### config.mk
export PLATFORM = sky130hd
export DESIGN_NAME = latch_bank_sequencer
export DESIGN_NICKNAME = d
export VERILOG_FILES = /design/src/rtl/latch_bank_sequencer.sv
export SDC_FILE = /design/constraint.sdc
export NUM_CORES = 1
export LEC_CHECK = 0
export ABC_AREA = 1
export BUFFER_PORTS_ARGS = -buffer_cell sky130_fd_sc_hd__buf_2
export CAP_MARGIN = 20
export CORE_ASPECT_RATIO = 0.8
export CORE_UTILIZATION = 53
export DETAILED_ROUTE_END_ITERATION = 6
export GPL_ROUTABILITY_DRIVEN = 0
export GPL_TIMING_DRIVEN = 0
export PLACE_DENSITY_LB_ADDON = 0.12
export SYNTH_ARGS = -nofsm -noshare
export SYNTH_HDL_FRONTEND = slang
export SYNTH_SLANG_ARGS = --single-unit
### constraint.sdc
create_clock -name clk -period 4.7 [get_ports clk]
set_input_delay 0.235 -clock clk [delete_from_list [all_inputs] [get_ports clk]]
set_output_delay 0.235 -clock clk [all_outputs]
set_load 0.005 [all_outputs]
### src/rtl/latch_bank_sequencer.sv
// latch_bank_sequencer: arbitrated setup/enable/hold write sequencer for a latch bank; LATCH_SEQ_FIXED_PRIO_EN selects fixed priority
module latch_bank_sequencer #(
    parameter int NUM_REQ     = 4,
    parameter int WIDTH       = 8,
    parameter int EN_CYCLES   = 2,
    parameter int HOLD_CYCLES = 1
) (
    input  logic                       clk,
    input  logic                       rst_n,
    input  logic [NUM_REQ-1:0]         req,
    input  logic [NUM_REQ*WIDTH-1:0]   req_data,
    output logic [NUM_REQ-1:0]         gnt,
    output logic [$clog2(NUM_REQ)-1:0] grant_id,
    output logic                       done,
    output logic                       busy,
    output logic [WIDTH-1:0]           latch_d,
    output logic                       latch_en
);
    localparam int IW = $clog2(NUM_REQ);
    localparam int CM = EN_CYCLES > HOLD_CYCLES ? EN_CYCLES : HOLD_CYCLES;
    localparam int CW = $clog2(CM) + 1;
    typedef enum logic [1:0] {IDLE, SETUP, ENABLE, HOLD} state_t;
    state_t state, state_n;
    logic [CW-1:0] cnt;
    logic [IW-1:0] win, idx;
    logic last;
`ifdef LATCH_SEQ_FIXED_PRIO_EN
    always_comb begin
        win = '0;
        idx = '0;
        for (int i = NUM_REQ - 1; i >= 0; i--) begin
            idx = IW'(i);
            win = req[idx] ? idx : win;
        end
    end
`else
    logic [IW-1:0] ptr;
    // search order starts at ptr; descending loop leaves the first hit in win
    always_comb begin
        win = '0;
        idx = '0;
        for (int i = NUM_REQ - 1; i >= 0; i--) begin
            idx = IW'((int'(ptr) + i) % NUM_REQ);
            win = req[idx] ? idx : win;
        end
    end
    always_ff @(posedge clk or negedge rst_n)
        if (!rst_n)
            ptr <= '0;
        else if (state == HOLD && last)
            ptr <= grant_id == IW'(NUM_REQ - 1) ? '0 : grant_id + IW'(1);
`endif
    assign last = state == ENABLE ? cnt == CW'(EN_CYCLES - 1) : cnt == CW'(HOLD_CYCLES - 1);
    assign busy = state != IDLE;
    always_comb begin
        state_n = state;
        state_n = state == IDLE   ? (|req ? SETUP : IDLE) :
                  state == SETUP  ? ENABLE :
                  state == ENABLE ? (last ? HOLD : ENABLE) :
                                    (last ? IDLE : HOLD);
    end
    always_ff @(posedge clk or negedge rst_n)
        if (!rst_n) begin
            state    <= IDLE;
            cnt      <= '0;
            gnt      <= '0;
            grant_id <= '0;
            done     <= 1'b0;
            latch_d  <= '0;
            latch_en <= 1'b0;
        end else begin
            state    <= state_n;
            cnt      <= (state_n != state || state == IDLE) ? '0 : cnt + CW'(1);
            latch_en <= state_n == ENABLE;
            done     <= state == HOLD && last;
            if (state == IDLE && |req) begin
                gnt      <= {{(NUM_REQ-1){1'b0}}, 1'b1} << win;
                grant_id <= win;
                latch_d  <= req_data[int'(win)*WIDTH +: WIDTH];
            end else if (state == HOLD && last)
                gnt <= '0;
        end
endmodule
==> flow_summary.json, run 1 <==
{
  "synth-async-reset-ratio_pct": 100.0,
  "worst_hold_slack_ns": 0.2185,
  "wl_per_cell_um": 10.33,
  "hold_violations": 0,
  "endpoint_kind": "register",
  "grt_start_max_net_pins": 23,
  "max_freq_mhz": 583.7,
  "synth_edf_count": 0,
  "min_period_ns": 1.713,
  "reg2regPathDepth": 14,
  "syn_to_final_growth_pct": 24.57,
  "avgSynthCellArea_um2": 7.284,
  "drive_above_1_share_pct": 32.18,
  "vdd_ir_drop_max_v": 0.0004214,
  "n_fill_cell": 232,
  "cp.required_ns": 4.90,
  "pin_count": 55,
  "synth_cells": 202,
  "start_util_pct": 57.87,
  "synth_top_area_cell": "dfrtp_1",
  "numClockSinks": 22,
  "setup_slack_ns": 2.987,
  "timing.final.crit_share_pct": 36.45,
  "finalSetupTns_ns": 0,
  "maxSlewViolCount": 0,
  "core.rowCount": 16,
  "synth_ff_type": "dfrtp_1",
  "ys_seq_area_share_pct": 37.41,
  "crit_slowest_cell": "dfrtp_1",
  "power_mw": 1.307,
  "final_cells": 297,
  "r2r-start": "ptr[0]",
  "grt_pass1_wl_um": 5133,
  "synth_nets": 242,
  "vias": 1441,
  "post-place-ws_ns": 3.016,
  "multiInputGateArea_um2": 755.7,
  "grt_pass1_vias": 1171,
  "placeableCoreArea_mm2": 0.002542,
  "synth_cell_types": 28,
  "numCtsBuffers": 3,
  "fin_util_pct": 72.10,
  "min_from": "req_data[0]",
  "whs_endpoint": "latch_d[0]",
  "clockBufferDepth": 2,
  "synth_area_leaders": "dfrtp_1 37%, nand2_1 17%, nand3_1 11%, inv_1 6.1%, nand2_2 3.4%",
  "yosysWarnings": 0,
  "portBuffers": 54,
  "remaining_drc_errors": 0,
  "grt_usage_pct": 22.75,
  "hold_path.class": "in2reg",
  "dieArea_mm2": 0.002992,
  "max_cap_viol_count": 0,
  "synth.most_common_cell": "nand2_1",
  "drtIter0Drc": 59,
  "clk_pin_slew_ns": 0.11,
  "r2r-end": "latch_d[5]",
  "die_w_um": 60.91,
  "p_leak_nw": 1.066,
  "critPathKind": "reg2reg",
  "post-route-cell-area_mm2": 0.001833,
  "dr.pass1.iters": 4,
  "rsz0062_at_grt": "false",
  "worstHoldPathCells": 4,
  "p_per_area_mw_per_mm2": 713.0,
  "root_buffer": "clkbuf_4",
  "tightest_slew_ns": 0.4679,
  "synth-seq-cells": 22,
  "synth_common_cells": "66 x nand2_1, 33 x nand3_1, 24 x inv_1",
  "setup_viol": 0,
  "antenna_cells": 0,
  "yosysTopAreaCellShare_pct": 37.41,
  "nets": 302,
  "cts_tree": "done",
  "netlist_area_mm2": 0.001471,
  "clkLatencyLatePin_ns": 0.31,
  "clock_skew_ns": 0.004858,
  "ctsHtreeMaxLevel": 1,
  "place_inst": 292,
  "crit_chain": "buf_6, inv_4, nand2_1, nand3_1, nand2_2, nand3_4, nand2_2, nand2_4, nand2_8, buf_8, nand2_2, nand2_1, nand3_1, nand3_1",
  "antenna_found_initial": 0,
  "path_buf_inv": 3,
  "crit_arrival_ns": 1.91,
  "r2r_slack_ns": 2.99,
  "die_h_um": 49.13,
  "seq_area_um2": 550.5,
  "dpl.hpwl_um": 2348,
  "ant_nets": 0,
  "cp_slowest_stage_delay_ns": 0.39,
  "viasPerCell": 4.852,
  "status": "complete, no violations",
  "worstPathMaxFanout": 10,
  "critPathLaunchType": "register",
  "crit_family": "simple AND/OR/NAND/NOR gates",
  "grt_overflow": 0,
  "placed_area_mm2": 0.001787,
  "slew_headroom_pct": 68.80,
  "totalWireLength_um": 3067
}
metal layers:
| metal | vias to the layer above | wire, um | track usage, % | share of wire, % |
|---|---|---|---|---|
| met3 | 2 | 143 | 4.775 | 4.7 |
| met4 | 0 | 11 | 3.409 | 0.36 |
| met1 | 638 | 1543 | 33.91 | 50 |
| met5 | - | 0 | 0 | 0 |
| li1 | 763 | - | - | - |
| met2 | 38 | 1368 | 34.80 | 45 |
cell families after synthesis:
group                    Yosys count  synth area share (%)
AND/OR/NAND/NOR                  127                 42.77
buffers and inverters             34                 11.22
flip-flops                        22                 37.42
AO/OA/AOI/OAI                     17                 6.888
adder cells (fa/ha/maj)            2                 1.700
sequential cells by signal, indices dropped and copies added, names as in the netlist:
| signal | cells |
|---|---|
| latch_d | 8 |
| latch_en | 1 |
| done | 1 |
| gnt | 4 |
| ptr | 2 |
| cnt | 2 |
| grant_id | 2 |
| state | 2 |
worst reg2reg max path, stage by stage (launching register included):
cell	delay, ns
dfrtp_1	0.39
buf_6	0.15
inv_4	0.07
nand2_1	0.07
nand3_1	0.10
nand2_2	0.08
nand3_4	0.08
nand2_2	0.07
nand2_4	0.13
nand2_8	0.09
buf_8	0.15
nand2_2	0.05
nand2_1	0.05
nand3_1	0.06
nand3_1	0.08
final cells by class:
class	instances	area share, %
Clock buffer	4	1.980
Inverter	28	5.870
Multi-Input combinational cell	146	41.23
Sequential cell	22	30.03
Tap cell	36	2.457
Timing Repair Buffer	55	15.29
Buffer	6	3.140
repair_timing:
item                      CTS  global route
hold buffers                1             0
hold endpoints to repair   22             0
buffers inserted            0             0
gates resized for setup     0             0
worst max path at each step:
stage / from / end / slack [ns] / depth (start not counted)
after global placement: req[1] / gnt[2] / 3.01 / 7
after detailed placement: ptr[0] / latch_d[0] / 3.02 / 14
final: ptr[0] / latch_d[5] / 2.99 / 14
after floorplan: ptr[0] / latch_d[0] / 3.15 / 14
after global routing: ptr[0] / latch_d[7] / 2.84 / 12
after CTS: ptr[0] / latch_d[5] / 2.98 / 14
cell usage in the layout (no fill, tap or decap):
master,count
a21oi_1,7
and2_4,1
buf_2,55
buf_6,3
buf_8,1
clkbuf_1,1
clkbuf_4,3
clkbuf_8,1
dfrtp_1,22
dlygate4sd3_1,1
ha_1,2
inv_1,24
inv_2,3
inv_4,1
nand2_1,66
nand2_2,8
nand2_4,1
nand2_8,1
nand3_1,33
nand3_2,2
nand3_4,2
nand3b_1,5
nor2_1,6
nor3_1,1
nor4_1,1
o21a_1,1
o21ai_0,4
o21ai_1,2
o21ai_2,1
o31ai_1,1
o31ai_2,1
where the power goes:
group	leakage [nW]	switching (mW)	internal, mW
Sequential	0.276	0.0510	0.278
Combinational	0.769	0.535	0.341
Clock	0.0210	0.0548	0.0474
No activity file was read; power rests on OpenSTA's default activity.
==> run 2, diff against run 1 <==
--- a/config.mk
+++ b/config.mk
@@ -5,11 +5,11 @@
 export SDC_FILE = /design/constraint.sdc
 export NUM_CORES = 1
 export LEC_CHECK = 0
-export ABC_AREA = 1
+export ABC_AREA = 0
 export BUFFER_PORTS_ARGS = -buffer_cell sky130_fd_sc_hd__buf_2
 export CAP_MARGIN = 20
 export CORE_ASPECT_RATIO = 0.8
-export CORE_UTILIZATION = 53
+export CORE_UTILIZATION = 45
 export DETAILED_ROUTE_END_ITERATION = 6
 export GPL_ROUTABILITY_DRIVEN = 0
 export GPL_TIMING_DRIVEN = 0
==> constraint.sdc (replaced) <==
create_clock -name clk -period 1.7 [get_ports clk]
set_input_delay 0.085 -clock clk [delete_from_list [all_inputs] [get_ports clk]]
set_output_delay 0.085 -clock clk [all_outputs]
set_load 0.005 [all_outputs]
==> flow_summary.json, run 2 <==
{
  "status": "finished, violations left",
  "violations": "design-rule violations",
  "netlist_area_mm2": 0.001130,
  "grt_pass1_vias": 935,
  "yosysTopAreaCellShare_pct": 48.73,
  "synth_top_area_cell": "dfrtp_1",
  "totalWireLength_um": 2613,
  "clock_skew_ns": 0.001374,
  "die_w_um": 58.02,
  "worstHoldPathCells": 3,
  "critPathLaunchType": "register",
  "maxSlewViolCount": 0,
  "r2r-start": "ptr[1]",
  "hold_path.class": "in2reg",
  "synth_edf_count": 0,
  "max_cap_viol_count": 0,
  "clkLatencyLatePin_ns": 0.31,
  "cp_slowest_stage_delay_ns": 0.47,
  "layout_commonest_cell": "buf_2",
  "post-place-ws_ns": -0.02176,
  "crit_slowest_cell": "dfrtp_2",
  "min_from": "req_data[30]",
  "grt_usage_pct": 20.47,
  "syn_to_final_growth_pct": 33.44,
  "placeableCoreArea_mm2": 0.002252,
  "ctsHtreeMaxLevel": 1,
  "r2r-end": "latch_d[2]",
  "endpoint_kind": "register",
  "grt_overflow": 0,
  "core.rowCount": 15,
  "root_buffer": "clkbuf_4",
  "antenna_found_initial": 0,
  "cp.required_ns": 1.87,
  "synth-async-reset-ratio_pct": 100.0,
  "top_register": "latch_d",
  "timing.final.crit_share_pct": 95.80,
  "p_leak_nw": 0.8136,
  "antenna_cells": 0,
  "setup_viol": 0,
  "placed_area_mm2": 0.001431,
  "clk_pin_slew_ns": 0.12,
  "dieArea_mm2": 0.002716,
  "dr.pass1.iters": 6,
  "clockBufferDepth": 2,
  "die_h_um": 46.82,
  "pin_count": 55,
  "slew_headroom_pct": 68.11,
  "p_per_area_mw_per_mm2": 1630,
  "setup_slack_ns": 0.07139,
  "synth_cell_types": 26,
  "synth_cells": 110,
  "finalSetupTns_ns": 0,
  "start_util_pct": 50.17,
  "crit_chain": "nand2b_1, a21oi_1, a211o_1, buf_6, mux2i_1, o221ai_1",
  "grt_start_max_net_pins": 23,
  "vdd_ir_drop_max_v": 0.001222,
  "yosysWarnings": 0,
  "worstSetupStartpoint": "ptr[1]",
  "vias": 1034,
  "portBuffers": 54,
  "worstPathMaxFanout": 10,
  "dpl.hpwl_um": 2072,
  "numClockSinks": 22,
  "critPathKind": "reg2reg",
  "wl_per_cell_um": 13.47,
  "crit_arrival_ns": 1.80,
  "ant_nets": 0,
  "post-route-cell-area_mm2": 0.001508,
  "cts_tree": "done",
  "max_freq_mhz": 614.0,
  "synth-seq-cells": 22,
  "viasPerCell": 5.330,
  "numCtsBuffers": 3,
  "hold_violations": 0,
  "final_cells": 194,
  "synth_nets": 150,
  "rsz0062_at_grt": "true",
  "layout_common_cells": "55 x buf_2, 22 x nand2_1, 21 x dfrtp_1",
  "reg2regPathDepth": 6,
  "ys_seq_area_share_pct": 48.73,
  "drive_above_1_share_pct": 39.64,
  "r2r_slack_ns": 0.07,
  "synth_common_cells": "22 x dfrtp_1, 22 x nand2_1, 17 x mux2i_1",
  "place_inst": 189,
  "remaining_drc_errors": 4,
  "top_regs": "latch_d x8, gnt x4",
  "drtIter0Drc": 14,
  "min_period_ns": 1.629,
  "synth_ff_type": "dfrtp_1",
  "avgSynthCellArea_um2": 10.27,
  "grt_pass1_wl_um": 4022,
  "nets": 210,
  "largest_reg_flops": 8,
  "synth_area_leaders": "dfrtp_1 49%, mux2i_1 15%, nand2_1 7.3%, o221ai_1 6.2%, o21ai_1 2.7%",
  "tightest_slew_ns": 0.4784,
  "whs_endpoint": "latch_d[6]"
}
[run 2: cell types whose count changed in the layout (fill, tap and decap cells not counted), sizes merged, moves of 2 or more]
cell / delta
nand2b: +2
mux2: +2
o31ai: -2
inv: -24
nand2: -54
nand3: -37
nand3b: -5
o221ai: +8
mux2i: +17
a21oi: -6
and3: +2
[run 2: report_power, final]
part / internal (mW) / switching, mW
clock: 0.238 / 0.163
sequential: 0.758 / 0.168
combinational: 0.547 / 0.583
total: 1.54 / 0.914
[run 2: layout make-up]
cell class                      count  area (um^2)
Buffer                              4        31.28
Inverter                            4        15.01
Clock buffer                        3        22.52
Fill cell                         196        744.5
Sequential cell                    22        551.8
Clock inverter                      1        30.03
Tap cell                           25        31.28
Timing Repair Buffer               56        287.8
Multi-Input combinational cell     79        538.0
[run 2: critical path: cells and delay by family (launching register included)]
kind / cells / cell delay, ns
compound gates: 3 / 0.46
buf+inv: 1 / 0.19
flops: 1 / 0.47
mux: 1 / 0.23
simple gates: 1 / 0.15
[run 2: cell families after synthesis]
family / share of synthesized area, %
fa+ha+maj: 2.214
compound gates: 13.07
xor+xnor: 0.7753
simple gates: 13.73
buf+inv: 4.430
mux: 17.05
flops: 48.73
[run 2: what timing repair did]
action                                  CTS  global route
endpoints found under the setup margin    8             9
hold buffers                              1             0
resized for setup                         1             2
endpoints found under the hold margin    22             0
buffers inserted                          0             1
[run 2: how the worst max path moves through the flow]
stage	end	slack [ns]	cells after the start
final	latch_d[2]	0.07	6
after global routing	latch_d[4]	-0.02	6
after CTS	latch_d[2]	0.06	6
after detailed placement	latch_d[2]	-0.02	4
after global placement	latch_d[6]	-0.0009	4
after floorplan	latch_d[2]	0.26	5
[run 2: through the flow]
stage | util, % | hold WS [ns] | power (mW)
floorplan | - | -0.2106 | 1.644
global placement | 63.56 | 0.07067 | 1.991
detailed placement | 63.56 | 0.07291 | 2.049
CTS | 66.50 | 0.06550 | 2.455
global route | 66.94 | 0.06092 | 2.656
finish | 66.94 | 0.06655 | 2.457
[run 2: routing by layer]
metal | wire (um) | GRT usage, % | vias up | share of wire [%]
met5 | 0 | 0 | - | 0
met4 | 13 | 5.714 | 0 | 0.50
met3 | 134 | 4.959 | 2 | 5.1
met2 | 1363 | 37.93 | 31 | 52
met1 | 1101 | 24.47 | 489 | 42
li1 | - | - | 512 | -
==> run 3, diff against run 2 <==
--- a/config.mk
+++ b/config.mk
@@ -9,10 +9,10 @@
 export BUFFER_PORTS_ARGS = -buffer_cell sky130_fd_sc_hd__buf_2
 export CAP_MARGIN = 20
 export CORE_ASPECT_RATIO = 0.8
-export CORE_UTILIZATION = 45
+export CORE_UTILIZATION = 47
+export CTS_BUF_LIST = sky130_fd_sc_hd__clkbuf_4 sky130_fd_sc_hd__clkbuf_8
 export DETAILED_ROUTE_END_ITERATION = 6
 export GPL_ROUTABILITY_DRIVEN = 0
-export GPL_TIMING_DRIVEN = 0
 export PLACE_DENSITY_LB_ADDON = 0.12
 export SYNTH_ARGS = -nofsm -noshare
 export SYNTH_HDL_FRONTEND = slang
==> flow_summary.json, run 3 (same netlist as run 2, synthesis figures left out) <==
{
  "status": "finished, violations left",
  "violations": "design-rule violations",
  "setup_viol": 0,
  "wl_per_cell_um": 15.20,
  "rsz0062_at_grt": "false",
  "min_from": "req_data[29]",
  "cp.required_ns": 1.87,
  "top_regs": "latch_d x8, gnt x4",
  "critPathLaunchType": "register",
  "top_layer_used": "met4",
  "dpl.hpwl_um": 2082,
  "fin_util_pct": 69.89,
  "switching_share_pct": 36.93,
  "top_register": "latch_d",
  "core.rowCount": 15,
  "dr.pass1.iters": 7,
  "clk_pin_slew_ns": 0.12,
  "n_fill_cell": 191,
  "max_freq_mhz": 613.6,
  "totalWireLength_um": 2934,
  "layout_commonest_cell": "buf_2",
  "vdd_ir_drop_max_v": 0.0009042,
  "clock_skew_ns": 0.002103,
  "power_mw": 2.573,
  "hold_path.class": "in2reg",
  "r2r-start": "ptr[1]",
  "critPathKind": "reg2reg",
  "p_per_area_mw_per_mm2": 1663,
  "endpoint_kind": "register",
  "wl_met3_um": 158,
  "grt_pass1_wl_um": 4084,
  "whs_endpoint": "latch_d[5]",
  "antenna_found_initial": 0,
  "p_int_mw": 1.623,
  "clkLatencyLatePin_ns": 0.31,
  "p_clk_share_pct": 15.4,
  "min_period_ns": 1.630,
  "syn_to_final_growth_pct": 36.99,
  "drive_above_1_share_pct": 41.07,
  "drtIter0Drc": 44,
  "antenna_cells": 0,
  "timing.final.crit_share_pct": 95.87,
  "switchingPower_mw": 0.9503,
  "maxSlewViolCount": 0,
  "layout_common_cells": "54 x buf_2, 22 x nand2_1, 21 x dfrtp_1",
  "viasPerCell": 5.560,
  "worstSetupStartpoint": "ptr[1]",
  "combPwrFrac_pct": 48.9,
  "die_w_um": 56.82,
  "vias": 1073,
  "grt_usage_pct": 21.18,
  "r2r-end": "latch_d[4]",
  "worstPathMaxFanout": 10,
  "remaining_drc_errors": 8,
  "clockBufferDepth": 2,
  "p_seq_share_pct": 35.8,
  "pin_count": 55,
  "worst_hold_slack_ns": 0.08166,
  "die_h_um": 45.86,
  "reg2regPathDepth": 5,
  "grt_overflow": 0,
  "nets": 209,
  "r2r_slack_ns": 0.07,
  "ctsHtreeMaxLevel": 1,
  "worstHoldPathCells": 3,
  "crit_arrival_ns": 1.80,
  "p_leak_nw": 0.8319,
  "placeableCoreArea_mm2": 0.002215,
  "portBuffers": 54,
  "root_buffer": "clkbuf_4",
  "numCtsBuffers": 3,
  "m1WireLength_um": 1159,
  "hold_violations": 0,
  "max_cap_viol_count": 0,
  "grt_pass1_vias": 966,
  "grt_start_max_net_pins": 23,
  "numClockSinks": 22,
  "dieArea_mm2": 0.002605,
  "cts_tree": "done",
  "wl_met2_um": 1596,
  "largest_reg_flops": 8,
  "slew_headroom_pct": 67.36,
  "tightest_slew_ns": 0.4895,
  "ant_nets": 0,
  "start_util_pct": 51.02
}
[run 3: area by class of cell]
cell class              count  area [um^2]  share of cell area (%)
clock buffers               3        22.52                   1.455
flip-flops and latches     22        551.8                   35.65
clock inverters             1        30.03                   1.940
multi-input cells          79        539.3                   34.84
well taps                  25        31.28                   2.021
inverters                   4        15.01                  0.9701
repair buffers             59        357.8                   23.12
[run 3: power by group through the flow]
stage | clock, mW | combinational [mW] | sequential (mW)
3_3_place_gp | 0 | 1.05 | 0.911
2_1_floorplan | 0 | 0.720 | 0.924
5_1_grt | 0.425 | 1.38 | 0.950
6_report | 0.395 | 1.26 | 0.921
4_1_cts | 0.407 | 1.12 | 0.920
3_5_place_dp | 0 | 1.10 | 0.932
[run 3: timing repair]
action | in CTS | in global routing
gates cloned | 0 | 2
pin swaps | 0 | 1
hold buffers | 1 | 0
buffers inserted | 0 | 1
endpoints found under the setup margin | 7 | 8
resized for setup | 1 | 3
endpoints found under the hold margin | 22 | 0
[run 3: layer usage]
metal  global-route usage [%]  up-vias
li1                         -      513
met1                    23.20      519
met2                    41.67       37
met3                    5.682        4
met4                    5.366        0
met5                        0        -
[run 3: worst max path at each step]
stage	end	slack (ns)	cells past startpoint
floorplan	latch_d[2]	0.26	5
global placement	latch_d[0]	0.04	4
detailed placement	latch_d[6]	-0.03	4
CTS	latch_d[2]	0.04	4
global route	latch_d[4]	0.02	6
finish	latch_d[4]	0.07	5
[run 3: critical path, cell delays in order, from the launching register on]
cell       delay [ns]
dfrtp_2          0.45
mux2i_1          0.13
a211o_2          0.42
clkbuf_16        0.20
mux2i_1          0.15
o221ai_1         0.15
[run 3: through the flow]
step	cells	setup slack, ns	instance area, um^2	setup TNS (ns)
floorplan	110	0.2630	1130	0
global placement	185	0.03649	1416	0
detailed placement	185	-0.03417	1416	-0.1521
CTS	190	0.03878	1483	0
global route	193	0.01575	1548	0
finish	193	0.07026	1548	0
